File: config.mk
export PLATFORM = sky130hd
export DESIGN_NAME = sha1_wb_sequencer
export DESIGN_NICKNAME = d
export VERILOG_FILES = /design/src/rtl/sha1_pkg.sv /design/src/rtl/sha1_wb_master_port.sv /design/src/rtl/sha1_wb_sequencer.sv
export SDC_FILE = /design/constraint.sdc
export NUM_CORES = 1
export LEC_CHECK = 0
export CAP_MARGIN = 20
export CELL_PAD_IN_SITES_DETAIL_PLACEMENT = 1
export CELL_PAD_IN_SITES_GLOBAL_PLACEMENT = 2
export CORE_MARGIN = 2
export CORE_UTILIZATION = 29
export DETAILED_ROUTE_END_ITERATION = 10
export GPL_TIMING_DRIVEN = 1
export PLACE_DENSITY = 0.93
export SLEW_MARGIN = 20
export SYNTH_ARGS = -nofsm -noshare
export SYNTH_HDL_FRONTEND = slang
export SYNTH_SLANG_ARGS = --single-unit
File: constraint.sdc
create_clock -name wb_clk_i -period 4.6 [get_ports wb_clk_i]
set_input_delay 0.46 -clock wb_clk_i [delete_from_list [all_inputs] [get_ports wb_clk_i]]
set_output_delay 0.46 -clock wb_clk_i [all_outputs]
set_load 0.03 [all_outputs]
File: src/rtl/sha1_pkg.sv
// Shared register map, status bits and sequencer encodings for the
// SHA-1 Wishbone slave and its bus sequencer.
package sha1_pkg;

    localparam logic [31:0] OFS_ID     = 32'h0000_0000;
    localparam logic [31:0] OFS_PANIC  = 32'h0000_0004;
    localparam logic [31:0] OFS_OPS    = 32'h0000_0008;
    localparam logic [31:0] OFS_MSG_IN = 32'h0000_000C;
    localparam logic [31:0] OFS_DIGEST = 32'h0000_0010;

    localparam int OPS_ON    = 0;
    localparam int OPS_RESET = 1;
    localparam int OPS_PANIC = 2;
    localparam int OPS_DONE  = 3;

    localparam logic [31:0] EBUSY  = 32'hffff_fff0;
    localparam logic [31:0] EINVAL = 32'hffff_ffea;
    localparam logic [31:0] ACK    = 32'h0000_0001;

    typedef enum logic [2:0] {
        S_IDLE,
        S_RST_WR,
        S_LOAD,
        S_POLL,
        S_DIG,
        S_OUT,
        S_ERROR
    } seq_state_t;

    typedef enum logic [1:0] {
        ERR_NONE  = 2'd0,
        ERR_ACK   = 2'd1,
        ERR_PANIC = 2'd2,
        ERR_POLL  = 2'd3
    } err_code_t;

endpackage

File: src/rtl/sha1_wb_master_port.sv
// Single-transaction Wishbone master: holds cyc/stb until ack, always
// leaves one idle cycle after, and gives up after ACK_LIMIT cycles.
module sha1_wb_master_port #(
    parameter int ACK_LIMIT = 15
) (
    input  logic        wb_clk_i,
    input  logic        reset,
    input  logic        req,
    input  logic        we,
    input  logic [31:0] adr,
    input  logic [31:0] wdat,
    output logic        done,
    output logic [31:0] rdat,
    output logic        timeout,
    output logic        m_cyc_o,
    output logic        m_stb_o,
    output logic        m_we_o,
    output logic [3:0]  m_sel_o,
    output logic [31:0] m_adr_o,
    output logic [31:0] m_dat_o,
    input  logic        m_ack_i,
    input  logic [31:0] m_dat_i
);

    localparam int CW = $clog2(ACK_LIMIT + 1);

    logic [CW-1:0] ack_cnt;

    // cyc is dropped at the edge after ack, so a request seen in the
    // following cycle starts no earlier than one idle cycle later.
    always_ff @(posedge wb_clk_i) begin
        if (reset) begin
            m_cyc_o <= 1'b0;
            m_stb_o <= 1'b0;
            m_we_o  <= 1'b0;
            m_sel_o <= 4'h0;
            m_adr_o <= '0;
            m_dat_o <= '0;
            ack_cnt <= '0;
            done    <= 1'b0;
            timeout <= 1'b0;
            rdat    <= '0;
        end else begin
            done    <= 1'b0;
            timeout <= 1'b0;
            if (m_cyc_o) begin
                if (m_ack_i) begin
                    m_cyc_o <= 1'b0;
                    m_stb_o <= 1'b0;
                    m_we_o  <= 1'b0;
                    m_sel_o <= 4'h0;
                    done    <= 1'b1;
                    rdat    <= m_dat_i;
                end else if (ack_cnt == CW'(ACK_LIMIT - 1)) begin
                    m_cyc_o <= 1'b0;
                    m_stb_o <= 1'b0;
                    m_we_o  <= 1'b0;
                    m_sel_o <= 4'h0;
                    timeout <= 1'b1;
                end else begin
                    ack_cnt <= ack_cnt + 1'b1;
                end
            end else if (req) begin
                m_cyc_o <= 1'b1;
                m_stb_o <= 1'b1;
                m_we_o  <= we;
                m_sel_o <= 4'hF;
                m_adr_o <= adr;
                m_dat_o <= wdat;
                ack_cnt <= '0;
            end
        end
    end

endmodule

File: src/rtl/sha1_wb_sequencer.sv
// Runs one SHA-1 block on the slave: reset, 16 message writes, status
// polling, 5 digest reads, then presents the 160-bit digest.
module sha1_wb_sequencer
    import sha1_pkg::*;
#(
    parameter logic [31:0] BASE_ADDRESS = 32'h3000_0024,
    parameter int          POLL_GAP     = 4,
    parameter int          POLL_LIMIT   = 1023,
    parameter int          ACK_LIMIT    = 15
) (
    input  logic         wb_clk_i,
    input  logic         reset,
    input  logic         start,
    input  logic         msg_valid,
    output logic         msg_ready,
    input  logic [31:0]  msg_data,
    output logic         digest_valid,
    output logic [159:0] digest,
    output logic         busy,
    output logic         error,
    output logic [1:0]   err_code,
    input  logic         err_clr,
    output logic         m_cyc_o,
    output logic         m_stb_o,
    output logic         m_we_o,
    output logic [3:0]   m_sel_o,
    output logic [31:0]  m_adr_o,
    output logic [31:0]  m_dat_o,
    input  logic         m_ack_i,
    input  logic [31:0]  m_dat_i
);

    localparam int GW = $clog2(POLL_GAP + 1);
    localparam int PW = $clog2(POLL_LIMIT + 1);

    localparam logic [31:0] ADR_OPS = BASE_ADDRESS + OFS_OPS;
    localparam logic [31:0] ADR_MSG = BASE_ADDRESS + OFS_MSG_IN;
    localparam logic [31:0] ADR_DIG = BASE_ADDRESS + OFS_DIGEST;

    seq_state_t    state, state_d;
    err_code_t     err_q, err_d;
    logic          in_flight, in_flight_d;
    logic [3:0]    word_cnt;
    logic [2:0]    dig_cnt;
    logic [GW-1:0] gap_cnt;
    logic [PW-1:0] poll_cnt;

    logic          req, req_we;
    logic [31:0]   req_adr, req_wdat;
    logic          mp_done, mp_timeout;
    logic [31:0]   mp_rdat;

    sha1_wb_master_port #(
        .ACK_LIMIT(ACK_LIMIT)
    ) u_port (
        .wb_clk_i(wb_clk_i),
        .reset   (reset),
        .req     (req),
        .we      (req_we),
        .adr     (req_adr),
        .wdat    (req_wdat),
        .done    (mp_done),
        .rdat    (mp_rdat),
        .timeout (mp_timeout),
        .m_cyc_o (m_cyc_o),
        .m_stb_o (m_stb_o),
        .m_we_o  (m_we_o),
        .m_sel_o (m_sel_o),
        .m_adr_o (m_adr_o),
        .m_dat_o (m_dat_o),
        .m_ack_i (m_ack_i),
        .m_dat_i (m_dat_i)
    );

    always_comb begin
        state_d  = state;
        err_d    = err_q;
        req      = 1'b0;
        req_we   = 1'b0;
        req_adr  = ADR_OPS;
        req_wdat = '0;
        unique case (state)
            S_IDLE: if (start) state_d = S_RST_WR;
            S_RST_WR: begin
                if (mp_done) begin
                    state_d = S_LOAD;
                end else if (!in_flight) begin
                    req      = 1'b1;
                    req_we   = 1'b1;
                    req_wdat = 32'd1 << OPS_RESET;
                end
            end
            S_LOAD: begin
                if (mp_done && word_cnt == 4'd15) state_d = S_POLL;
                if (msg_valid && msg_ready) begin
                    req      = 1'b1;
                    req_we   = 1'b1;
                    req_adr  = ADR_MSG;
                    req_wdat = msg_data;
                end
            end
            S_POLL: begin
                if (mp_done) begin
                    if (mp_rdat[OPS_PANIC]) begin
                        state_d = S_ERROR;
                        err_d   = ERR_PANIC;
                    end else if (mp_rdat[OPS_DONE]) begin
                        state_d = S_DIG;
                    end else if (poll_cnt == PW'(POLL_LIMIT - 1)) begin
                        state_d = S_ERROR;
                        err_d   = ERR_POLL;
                    end
                end else if (!in_flight && gap_cnt == GW'(POLL_GAP)) begin
                    req = 1'b1;
                end
            end
            S_DIG: begin
                // the next read is issued in the done cycle itself
                if (mp_done && mp_rdat == EBUSY) begin
                    state_d = S_ERROR;
                    err_d   = ERR_PANIC;
                end else if (mp_done && dig_cnt == 3'd4) begin
                    state_d = S_OUT;
                end else if (mp_done || !in_flight) begin
                    req     = 1'b1;
                    req_adr = ADR_DIG;
                end
            end
            S_OUT: state_d = S_IDLE;
            S_ERROR: begin
                if (err_clr) begin
                    state_d = S_IDLE;
                    err_d   = ERR_NONE;
                end
            end
            default: state_d = S_IDLE;
        endcase
        if (mp_timeout) begin
            state_d = S_ERROR;
            err_d   = ERR_ACK;
            req     = 1'b0;
        end
    end

    assign in_flight_d = req | (in_flight & ~mp_done & ~mp_timeout);
    assign err_code    = err_q;

    always_ff @(posedge wb_clk_i) begin
        if (reset) begin
            state        <= S_IDLE;
            err_q        <= ERR_NONE;
            in_flight    <= 1'b0;
            word_cnt     <= '0;
            dig_cnt      <= '0;
            gap_cnt      <= '0;
            poll_cnt     <= '0;
            digest       <= '0;
            digest_valid <= 1'b0;
            msg_ready    <= 1'b0;
            busy         <= 1'b0;
            error        <= 1'b0;
        end else begin
            state        <= state_d;
            err_q        <= err_d;
            in_flight    <= in_flight_d;
            msg_ready    <= (state_d == S_LOAD) && !in_flight_d;
            busy         <= (state_d != S_IDLE) && (state_d != S_ERROR);
            error        <= (state_d == S_ERROR);
            // lags OUT by one cycle so it coincides with busy falling
            digest_valid <= (state == S_OUT);
            if (state == S_IDLE && start) begin
                digest   <= '0;
                word_cnt <= '0;
                dig_cnt  <= '0;
                poll_cnt <= '0;
            end
            if (state == S_LOAD && mp_done) word_cnt <= word_cnt + 4'd1;
            if (state == S_POLL && mp_done) poll_cnt <= poll_cnt + 1'b1;
            if (state == S_DIG && mp_done) begin
                digest[{dig_cnt, 5'd0} +: 32] <= mp_rdat;
                dig_cnt <= dig_cnt + 3'd1;
            end
            if (state != S_POLL || mp_done || req) begin
                gap_cnt <= '0;
            end else if (!in_flight && gap_cnt != GW'(POLL_GAP)) begin
                gap_cnt <= gap_cnt + 1'b1;
            end
        end
    end

endmodule

==> results of run 1 <==
[logic make-up after synthesis]
kind of cell | Yosys count
DFF | 267
muxes | 2
AOI/OAI and AO/OA | 318
and+or+nand+nor | 556
adders and majority gates | 11
other | 1
xor gates and xnor gates | 7
buffers and inverters | 157
[state kept, by name (all words and copies together), names as in the netlist, 2 cells and up]
| register | flops |
|---|---|
| u_port.m_adr_o | 4 |
| u_port.rdat | 32 |
| state | 3 |
| digest | 160 |
| dig_cnt | 3 |
| word_cnt | 4 |
| poll_cnt | 10 |
| gap_cnt | 3 |
| u_port.ack_cnt | 4 |
| err_code | 2 |
| u_port.m_dat_o | 32 |
[cell type report]
type                            instances  area (um^2)
Sequential cell                       267         5350
Multi-Input combinational cell        920         4650
Clock buffer                           44          970
Tap cell                              468          586
Antenna cell                            2         5.00
Clock inverter                         11         86.3
Fill cell                            4319        21800
Timing Repair Buffer                  295         2960
Inverter                               12         45.0
[routing by layer]
layer	track usage, %	share of wire [%]	wire length [um]	vias to the layer above
met5	0	0.071	27	-
met1	24.4	43	16300	4950
met3	4.62	6.1	2330	46
met4	4.66	2.0	754	4
met2	33.7	49	18900	258
li1	-	-	-	4896
[stage by stage]
step	util [%]	total power, W	std cells	hold WS [ns]
after floorplan	-	0.00258	1344	0.440
after global placement	37.2	0.00268	1961	0.447
after detailed placement	37.2	0.00268	1961	0.459
after CTS	40.1	0.00523	2016	0.467
after global routing	40.2	0.00535	2019	0.381
final	40.2	0.00516	2019	0.371
[path summary, 6_finish.rpt]
path,from,to,slack (ns),cells after the start
min,reset,u_port.m_adr_o[28]$_SDFFE_PP0P_,0.37,2
min reg2reg,digest[113]$_SDFF_PP0_,digest[113]$_SDFF_PP0_,0.46,2
max reg2reg,dig_cnt[0]$_SDFFE_PP0P_,digest[134]$_SDFF_PP0_,1.55,8
max,dig_cnt[0]$_SDFFE_PP0P_,digest[134]$_SDFF_PP0_,1.55,8
[cells in the final DEF, fill, tap and decap left out, types with 2 or more instances in the layout]
master	instances
buf_12	2
clkinvlp_4	2
xor2_1	3
o211ai_1	3
and3_1	2
a31o_2	2
nor4b_2	2
a211oi_1	3
xnor2_1	4
nor2_1	26
inv_6	2
ha_1	11
nand4_1	11
a21oi_1	252
nand2b_1	5
buf_4	12
or3b_1	2
nor3_1	19
nand3b_1	4
nor2_2	2
o21ai_1	34
inv_1	12
conb_1	26
o21a_1	3
clkbuf_16	35
o21ai_0	4
nand3_1	206
nand2_1	243
or3_1	4
clkbuf_1	3
nor2b_1	5
diode_2	2
or2_2	4
dfxtp_1	267
clkinv_2	5
a22oi_1	2
and2_1	4
clkbuf_8	7
clkdlybuf4s50_1	279
[power by group through the flow]
stage	clock [W]	combinational [W]	sequential (W)
CTS	0.00260	0.000289	0.00234
global route	0.00270	0.000312	0.00234
global placement	0	0.000286	0.00239
finish	0.00253	0.000290	0.00234
detailed placement	0	0.000288	0.00239
floorplan	0	0.000188	0.00239
==> results.py, run 1 <==
metrics = {
    "drt": {
        "wl_per_cell_um": 19.0,
        "drcViolationCount": 0,
        "drtIter0Drc": 481,
        "routed_wl_um": 38300,
        "num_vias": 10200,
        "dr.pass1.iters": 4,
        "ant_nets": 0,
        "via_per_inst": 5.03,
    },
    "floorplanning": {
        "die_height_um": 196,
        "ios": 307,
        "core_um2": 36400,
        "die_area_um2": 38300,
        "start_util_pct": 29.2,
        "row_count": 70,
        "die_w_um": 196,
    },
    "sta": {
        "finalSetupViolations": 0,
        "fin_setup_tns_ns": 0,
        "slew_headroom_pct": 27.4,
        "finalHoldViolations": 0,
        "clock_skew_ns": 0.0189,
        "tightestPinTransition_ns": 1.09,
        "max_freq_ghz": 0.328,
        "fin_crit_sh_pct": 66.2,
        "slew_violations": 0,
        "rsz0062_at_grt": "false",
        "setup_slack_ns": 1.55,
        "fin_crit_ns": 3.05,
    },
    "worst_setup_path": {
        "path_buf_inv": 1,
        "critical_path_class": "reg -> reg",
        "cpMaxStageDelayCell": "or3_2",
        "arrival_ns": 3.41,
        "max_stage_delay_ns": 0.77,
        "endpoint_kind": "flip-flop",
        "start_kind": "flip-flop",
        "path_common_cell": "ha_1",
        "path_cells": "inv_1 -> ha_1 -> ha_1 -> nor3b_2 -> o21ai_2 -> or3_2 -> nand3_1 -> a21oi_1",
        "cp_max_fo": 32,
        "critical_path_required_ns": 4.97,
        "crit_family": "simple AND/OR/NAND/NOR gates",
    },
    "cts": {
        "cts_tree": "done",
        "postCtsResizedCells": 0,
        "postCtsSetupRepairBufs": 0,
        "cts_sinks": 267,
        "root_buffer": "clkbuf_16",
        "htree_levels": 2,
        "clkTransAtPathRegs_ns": 0.06,
        "numCtsBuffers": 34,
        "clk_path_buf_depth": 3,
        "cts-hold-fix-buffers": 0,
        "clk_latency_ns": 0.51,
    },
    "synthesis": {
        "synth_edf_count": 0,
        "syn_area_per_cell_um2": 8.08,
        "async_reset_ff_share_pct": 0,
        "synth_top_family_by_area": "simple AND/OR/NAND/NOR gates",
        "synth_fa_ha_area_share_pct": 1.29,
        "synth_area_um2": 10700,
        "yosysWarnings": 0,
        "synth-xor-area-share_pct": 0.575,
        "yosysTopAreaCellShare_pct": 50.2,
        "yosysTopAreaCell": "dfxtp_1",
        "syn_inst": 1319,
        "yosysUniqueCellTypes": 64,
        "synth-simple-area-share_pct": 24.4,
        "ys.flop_type": "dfxtp_1",
        "synth_area_leaders": "dfxtp_1 (50%), a21oi_1 (12%), nand3_1 (9.7%)",
        "yosys-top-cells-count": "dfxtp_1 (267), a21oi_1 (252), nand2_1 (243)",
        "synth_most_common_cell": "dfxtp_1",
        "ys_seq_area_share_pct": 50.2,
        "synth_compound_area_share_pct": 15.9,
        "ys_ff_latch": 267,
        "synthMuxAreaShare_pct": 0.200,
    },
    "placement": {
        "dp_slack_ns": 1.51,
        "dp_hpwl_um": 25400,
        "gp_congestion": 0.806,
        "portBuffers": 280,
        "placed_cell_area_um2": 13600,
    },
    "cells_and_area": {
        "nNetsFinal": 1611,
        "area_growth_pct": 37.5,
        "drive_above_1_share_pct": 5.94,
        "post-route-cell-area_um2": 14700,
    },
    "grt": {
        "grt-ovfl-total": 0,
        "grt_pass1_vias": 10300,
        "grt_start_max_net_pins": 169,
        "grt_usage_pct": 19.4,
        "antenna_found_initial": 5,
        "grt_pass1_wl_um": 59500,
    },
    "power_and_ir_drop": {
        "power_frac_seq_pct": 45.3,
        "clockPowerShare_pct": 49.1,
        "internal_power_w": 0.00391,
        "power_leakage_nw": 4.66,
        "p_switching_w": 0.00126,
        "pwr-share-comb_pct": 5.6,
        "peakVddDrop_uv": 198,
        "powerDensity_nw_per_um2": 352,
        "swShare_pct": 24.3,
    },
    "min_path": {
        "hold_path_class": "in -> reg",
    },
    "run": {
        "cap_violations": 0,
    },
    "outcome": {
        "status": "finished clean",
    },
}
Power figures use the tool's default switching activity.
==> run 2: changes to the inputs <==
- CORE_UTILIZATION: 29 -> 27
- PLACE_DENSITY: 0.93 -> 0.88
- clock period: 4.6 -> 3 ns (I/O delays scaled with it)
==> run 2 against run 1 <==
Effect of this change: first-iteration DRC count up 14%; sequential power up 53%; worst hold slack worse by 0.10 ns; non-clock buffer count up 21; sequential share of layout area down 0.58 points; via count up 1.4%; largest power group unchanged; highest routed layer unchanged.
==> results.py, run 2 (synthesis results as in run 1) <==
metrics = {
    "grt": {
        "grt_pass1_vias": 10400,
        "grt_start_max_net_pins": 117,
        "grt-ovfl-total": 0,
        "antenna_found_initial": 1,
        "grt_usage_pct": 18.6,
        "grt_pass1_wl_um": 60900,
    },
    "worst_setup_path": {
        "cpMaxStageDelayCell": "dfxtp_1",
        "crit_family": "simple AND/OR/NAND/NOR gates",
        "arrival_ns": 2.93,
        "path_cells": "inv_1 -> ha_1 -> ha_1 -> nor3b_2 -> o21ai_2 -> or3_1 -> buf_4 -> nand3_1 -> a21oi_1",
        "cp_max_fo": 32,
        "path_buf_inv": 2,
        "critical_path_class": "reg -> reg",
        "endpoint_kind": "flip-flop",
        "path_common_cell": "ha_1",
        "start_kind": "flip-flop",
        "reg2reg_slack_ns": 0.50,
        "max_stage_delay_ns": 0.41,
        "critical_path_required_ns": 3.43,
        "reg2reg_depth": 9,
        "r2r_end": "digest[142]$_SDFF_PP0_",
        "crit-reg2reg-launch": "dig_cnt[1]$_SDFFE_PP0P_",
    },
    "cts": {
        "postCtsSetupRepairBufs": 0,
        "clk_latency_ns": 0.59,
        "clk_path_buf_depth": 3,
        "clkTransAtPathRegs_ns": 0.06,
        "cts-hold-fix-buffers": 0,
        "cts_tree": "done",
        "postCtsResizedCells": 0,
        "htree_levels": 1,
        "root_buffer": "clkbuf_16",
        "numCtsBuffers": 31,
        "cts_sinks": 267,
    },
    "cells_and_area": {
        "top_register": "digest",
        "final_cell_mix": "clkdlybuf4s50_1 (279), dfxtp_1 (267), a21oi_1 (252)",
        "fin_util_pct": 38.4,
        "drive_above_1_share_pct": 7.37,
        "antenna_cells": 0,
        "reg.largest.list": "digest x160, u_port.m_dat_o x32, u_port.rdat x32",
        "area_growth_pct": 39.8,
        "mostFrequentLayoutCell": "clkdlybuf4s50_1",
        "fillers": 4561,
        "nNetsFinal": 1629,
        "largest_register_ffs": 160,
    },
    "sta": {
        "fin_crit_ns": 2.50,
        "setup_slack_ns": 0.501,
        "max_freq_ghz": 0.400,
        "fin_crit_sh_pct": 83.3,
        "tightestPinTransition_ns": 0.812,
        "fin_setup_tns_ns": 0,
        "finalHoldViolations": 0,
        "slew_violations": 0,
        "finalSetupViolations": 0,
        "clock_skew_ns": 0.0219,
        "rsz0062_at_grt": "false",
        "slew_headroom_pct": 45.9,
    },
    "drt": {
        "dr.pass1.iters": 4,
        "via_per_inst": 4.92,
        "drcViolationCount": 0,
        "ant_nets": 0,
        "wl_per_cell_um": 19.0,
        "drtIter0Drc": 546,
        "num_vias": 10300,
        "routed_wl_um": 39800,
    },
    "power_and_ir_drop": {
        "power_leakage_nw": 4.78,
        "peakVddDrop_uv": 418,
        "powerDensity_nw_per_um2": 543,
    },
    "min_path": {
        "hold_path_class": "in -> reg",
        "min-delay-start": "m_dat_i[14]",
        "holdPathStages": 3,
        "whs_endpoint": "u_port.rdat[14]$_SDFFE_PP0P_",
    },
    "floorplanning": {
        "ios": 307,
        "die_height_um": 203,
        "start_util_pct": 27.4,
        "core_um2": 38800,
        "die_w_um": 203,
        "die_area_um2": 41100,
        "row_count": 72,
    },
    "outcome": {
        "status": "finished clean",
    },
    "run": {
        "cap_violations": 0,
    },
    "placement": {
        "dp_hpwl_um": 27000,
        "gp_congestion": 0.807,
        "dp_slack_ns": 0.514,
        "portBuffers": 280,
    },
}
-- run 2: cell count changes in the layout (fill, tap and decap cells not counted) --
cell	before	now
or3_1	4	5
inv_6	2	1
clkbuf_8	7	8
clkbuf_1	3	2
or3_2	1	0
bufinv_16	0	4
buf_16	1	0
buf_4	12	34
diode_2	2	0
clkbuf_16	35	31
clkinv_2	5	8
clkinvlp_4	2	3
-- run 2: cell type report --
cell class / instances / area (um^2) / area share [%]
repair buffers: 316 / 3100 / 20.8
inverters: 12 / 45.0 / 0.302
multi-input cells: 920 / 4650 / 31.2
flip-flops and latches: 267 / 5350 / 35.9
clock inverters: 18 / 220 / 1.48
well taps: 518 / 648 / 4.35
clock buffers: 40 / 880 / 5.91
-- run 2: tightest hold or removal path: stages --
cell and delay, ns:
clkdlybuf4s50_1 0.40, nand2_1 0.06, a21oi_1 0.05
-- run 2: metal layers --
layer	track usage, %	wire (um)	share of wire [%]
met2	32.4	19400	49
met1	23.5	17500	44
met5	0	16	0.040
met4	4.56	750	1.9
met3	3.64	2140	5.4
-- run 2: stage by stage --
stage / total power, W / instance area [um^2] / hold slack [ns] / instances
global placement: 0.00412 / 13800 / 0.449 / 2033
finish: 0.00808 / 14900 / 0.269 / 2091
detailed placement: 0.00412 / 13800 / 0.460 / 2033
CTS: 0.00817 / 14900 / 0.247 / 2091
global route: 0.00837 / 14900 / 0.269 / 2091
floorplan: 0.00395 / 10700 / 0.436 / 1344
-- run 2: worst max path at each step --
stage                       startpoint                     end  slack, ns  cells after the start
2_1_floorplan  dig_cnt[0]$_SDFFE_PP0P_  digest[137]$_SDFF_PP0_       0.74                     10
3_3_place_gp   dig_cnt[1]$_SDFFE_PP0P_   digest[85]$_SDFF_PP0_       0.57                      9
3_5_place_dp   dig_cnt[1]$_SDFFE_PP0P_   digest[85]$_SDFF_PP0_       0.51                      9
4_1_cts        dig_cnt[1]$_SDFFE_PP0P_   digest[85]$_SDFF_PP0_       0.49                      9
5_1_grt        dig_cnt[1]$_SDFFE_PP0P_   digest[70]$_SDFF_PP0_       0.32                      9
6_report       dig_cnt[1]$_SDFFE_PP0P_  digest[142]$_SDFF_PP0_       0.50                      9
-- run 2: power breakdown --
| group | leakage (nW) | internal, W | switching [W] |
|---|---|---|---|
| registers | 2.15 | 0.00356 | 0.0000226 |
| clock network | 0.541 | 0.00242 | 0.00162 |
| logic | 2.09 | 0.000152 | 0.000309 |
| total | 4.78 | 0.00613 | 0.00195 |
==> run 3: changes to the inputs <==
- CORE_UTILIZATION: 27 -> 24
- PLACE_DENSITY: 0.88 -> 0.83
- clock period: 3 -> 2.02 ns (I/O delays scaled with it)
==> run 3 against run 2 <==
Effect of this change: via count grew 5.9%; critical path depth grew 2; utilization grew 0.92 points; total power grew 58%; count of clock-buffer cells in the layout is the same; die area grew 12%; flip-flop and latch count is the same; sequential power grew 48%; register-to-register slack lost 0.57 ns; the flow now finishes with violations (setup timing).
==> results.py, run 3 (synthesis results as in run 1) <==
metrics = {
    "sta": {
        "setup_slack_ns": -0.0692,
        "fin_crit_sh_pct": 103,
        "slew_headroom_pct": 64.2,
        "rsz0062_at_grt": "true",
        "whs_ns": 0.153,
        "clock_skew_ns": 0.0225,
        "max_freq_ghz": 0.479,
        "slew_violations": 0,
        "finalSetupViolations": 84,
        "fin_crit_ns": 2.09,
        "finalHoldViolations": 0,
        "tightestPinTransition_ns": 0.536,
    },
    "floorplanning": {
        "die_area_um2": 46100,
        "row_count": 77,
        "ios": 307,
        "die_height_um": 215,
        "start_util_pct": 24.2,
        "die_w_um": 215,
        "core_um2": 44000,
    },
    "cts": {
        "numCtsBuffers": 31,
        "clk_latency_ns": 0.58,
        "clk_path_buf_depth": 3,
        "cts_tree": "done",
        "cts_sinks": 267,
        "htree_levels": 1,
        "root_buffer": "clkbuf_16",
        "clkTransAtPathRegs_ns": 0.06,
    },
    "grt": {
        "grt_pass1_wl_um": 64600,
        "antenna_found_initial": 4,
        "grt_pass1_vias": 10800,
        "grt_start_max_net_pins": 67,
        "grt_usage_pct": 17.6,
        "grt-ovfl-total": 0,
    },
    "placement": {
        "gp_congestion": 0.786,
        "placed_cells": 2161,
        "dp_hpwl_um": 28300,
        "placed_cell_area_um2": 14500,
        "portBuffers": 280,
    },
    "worst_setup_path": {
        "critical_path_class": "reg -> reg",
        "reg2reg_depth": 11,
        "critical_path_required_ns": 2.52,
        "arrival_ns": 2.59,
        "endpoint_kind": "flip-flop",
        "cp_max_fo": 6,
        "start_kind": "flip-flop",
    },
    "drt": {
        "dr_wl_met2_um": 22500,
        "dr.pass1.iters": 5,
        "drcViolationCount": 0,
        "via_per_inst": 4.81,
        "routed-wl-met3_um": 2500,
        "num_vias": 10900,
        "wl_met1_um": 20700,
        "drtIter0Drc": 513,
        "ant_nets": 0,
        "top_layer_used": "met4",
        "routed_wl_um": 47100,
        "wl_per_cell_um": 20.8,
    },
    "cells_and_area": {
        "seq_area_um2": 5360,
        "nNetsFinal": 1729,
        "drive_above_1_share_pct": 23.3,
        "fin_cells": 2269,
        "area_growth_pct": 62.3,
        "multi_input_area_um2": 5450,
        "largest_register_ffs": 160,
        "top_register": "digest",
        "fillers": 5055,
        "mostFrequentLayoutCell": "clkdlybuf4s50_1",
        "post-route-cell-area_um2": 17300,
        "reg.largest.list": "digest x160, u_port.m_dat_o x32, u_port.rdat x32",
        "final_cell_mix": "clkdlybuf4s50_1 (278), dfxtp_1 (258), nand2_1 (208)",
    },
    "min_path": {
        "hold_path_class": "in -> reg",
        "holdPathStages": 2,
    },
    "power_and_ir_drop": {
        "powerDensity_nw_per_um2": 738,
        "power_leakage_nw": 5.96,
        "peakVddDrop_uv": 782,
    },
    "run": {
        "cap_violations": 0,
    },
    "outcome": {
        "status": "finished, violations left",
        "violations": "setup timing",
    },
}
## run 3: power by group
part / switching (W) / leakage, nW / internal [W]
clock network: 0.00237 / 0.593 / 0.00413
logic: 0.000595 / 3.21 / 0.000376
registers: 0.0000198 / 2.16 / 0.00528
## run 3: layer usage
metal	global-route usage [%]	up-vias
met3	4.12	81
met4	5.74	0
met5	0	-
li1	-	5154
met1	22.0	5416
met2	30.0	252
## run 3: cell type report
cell class | count | area share [%]
multi-input combinational | 920 | 31.5
sequential | 267 | 31.0
timing repair buffer | 416 | 25.9
clock buffer | 40 | 5.15
tap | 592 | 4.28
clock inverter | 18 | 1.74
inverter | 12 | 0.275
antenna | 4 | 0.0579
## run 3: worst paths after layout
check	startpoint	end	slack [ns]
max	dig_cnt[0]$_SDFFE_PP0P_	digest[142]$_SDFF_PP0_	-0.07
min	reset	u_port.m_adr_o[28]$_SDFFE_PP0P_	0.15
max reg2reg	dig_cnt[0]$_SDFFE_PP0P_	digest[142]$_SDFF_PP0_	-0.07
min reg2reg	digest[107]$_SDFF_PP0_	digest[107]$_SDFF_PP0_	0.47
## run 3: stage by stage
| step | setup WS, ns | setup TNS (ns) | utilization [%] | total power, W |
|---|---|---|---|---|
| CTS | -0.0163 | -0.0742 | 36.1 | 0.0127 |
| floorplan | -0.0430 | -1.29 | - | 0.00587 |
| global route | -0.164 | -17.68 | 39.3 | 0.0132 |
| detailed placement | -0.297 | -15.03 | 33.0 | 0.00619 |
| finish | -0.0692 | -1.96 | 39.3 | 0.0128 |
| global placement | -0.238 | -11.80 | 33.0 | 0.00619 |
## run 3: critical path, cell delays in order (launching register included)
cell	delay (ns)
dfxtp_4	0.36
inv_4	0.04
ha_4	0.16
ha_4	0.26
nor3b_4	0.21
o21ai_2	0.10
buf_6	0.14
nor3_4	0.16
buf_6	0.20
clkbuf_16	0.20
nand2_1	0.06
a21oi_1	0.12
## run 3: timing repair
item,4_1_cts,5_1_grt
hold endpoints to repair,0,0
gates cloned,4,21
resized for setup,27,203
pin swaps,8,62
hold buffers,0,0
endpoints found under the setup margin,159,193
buffers inserted,5,16
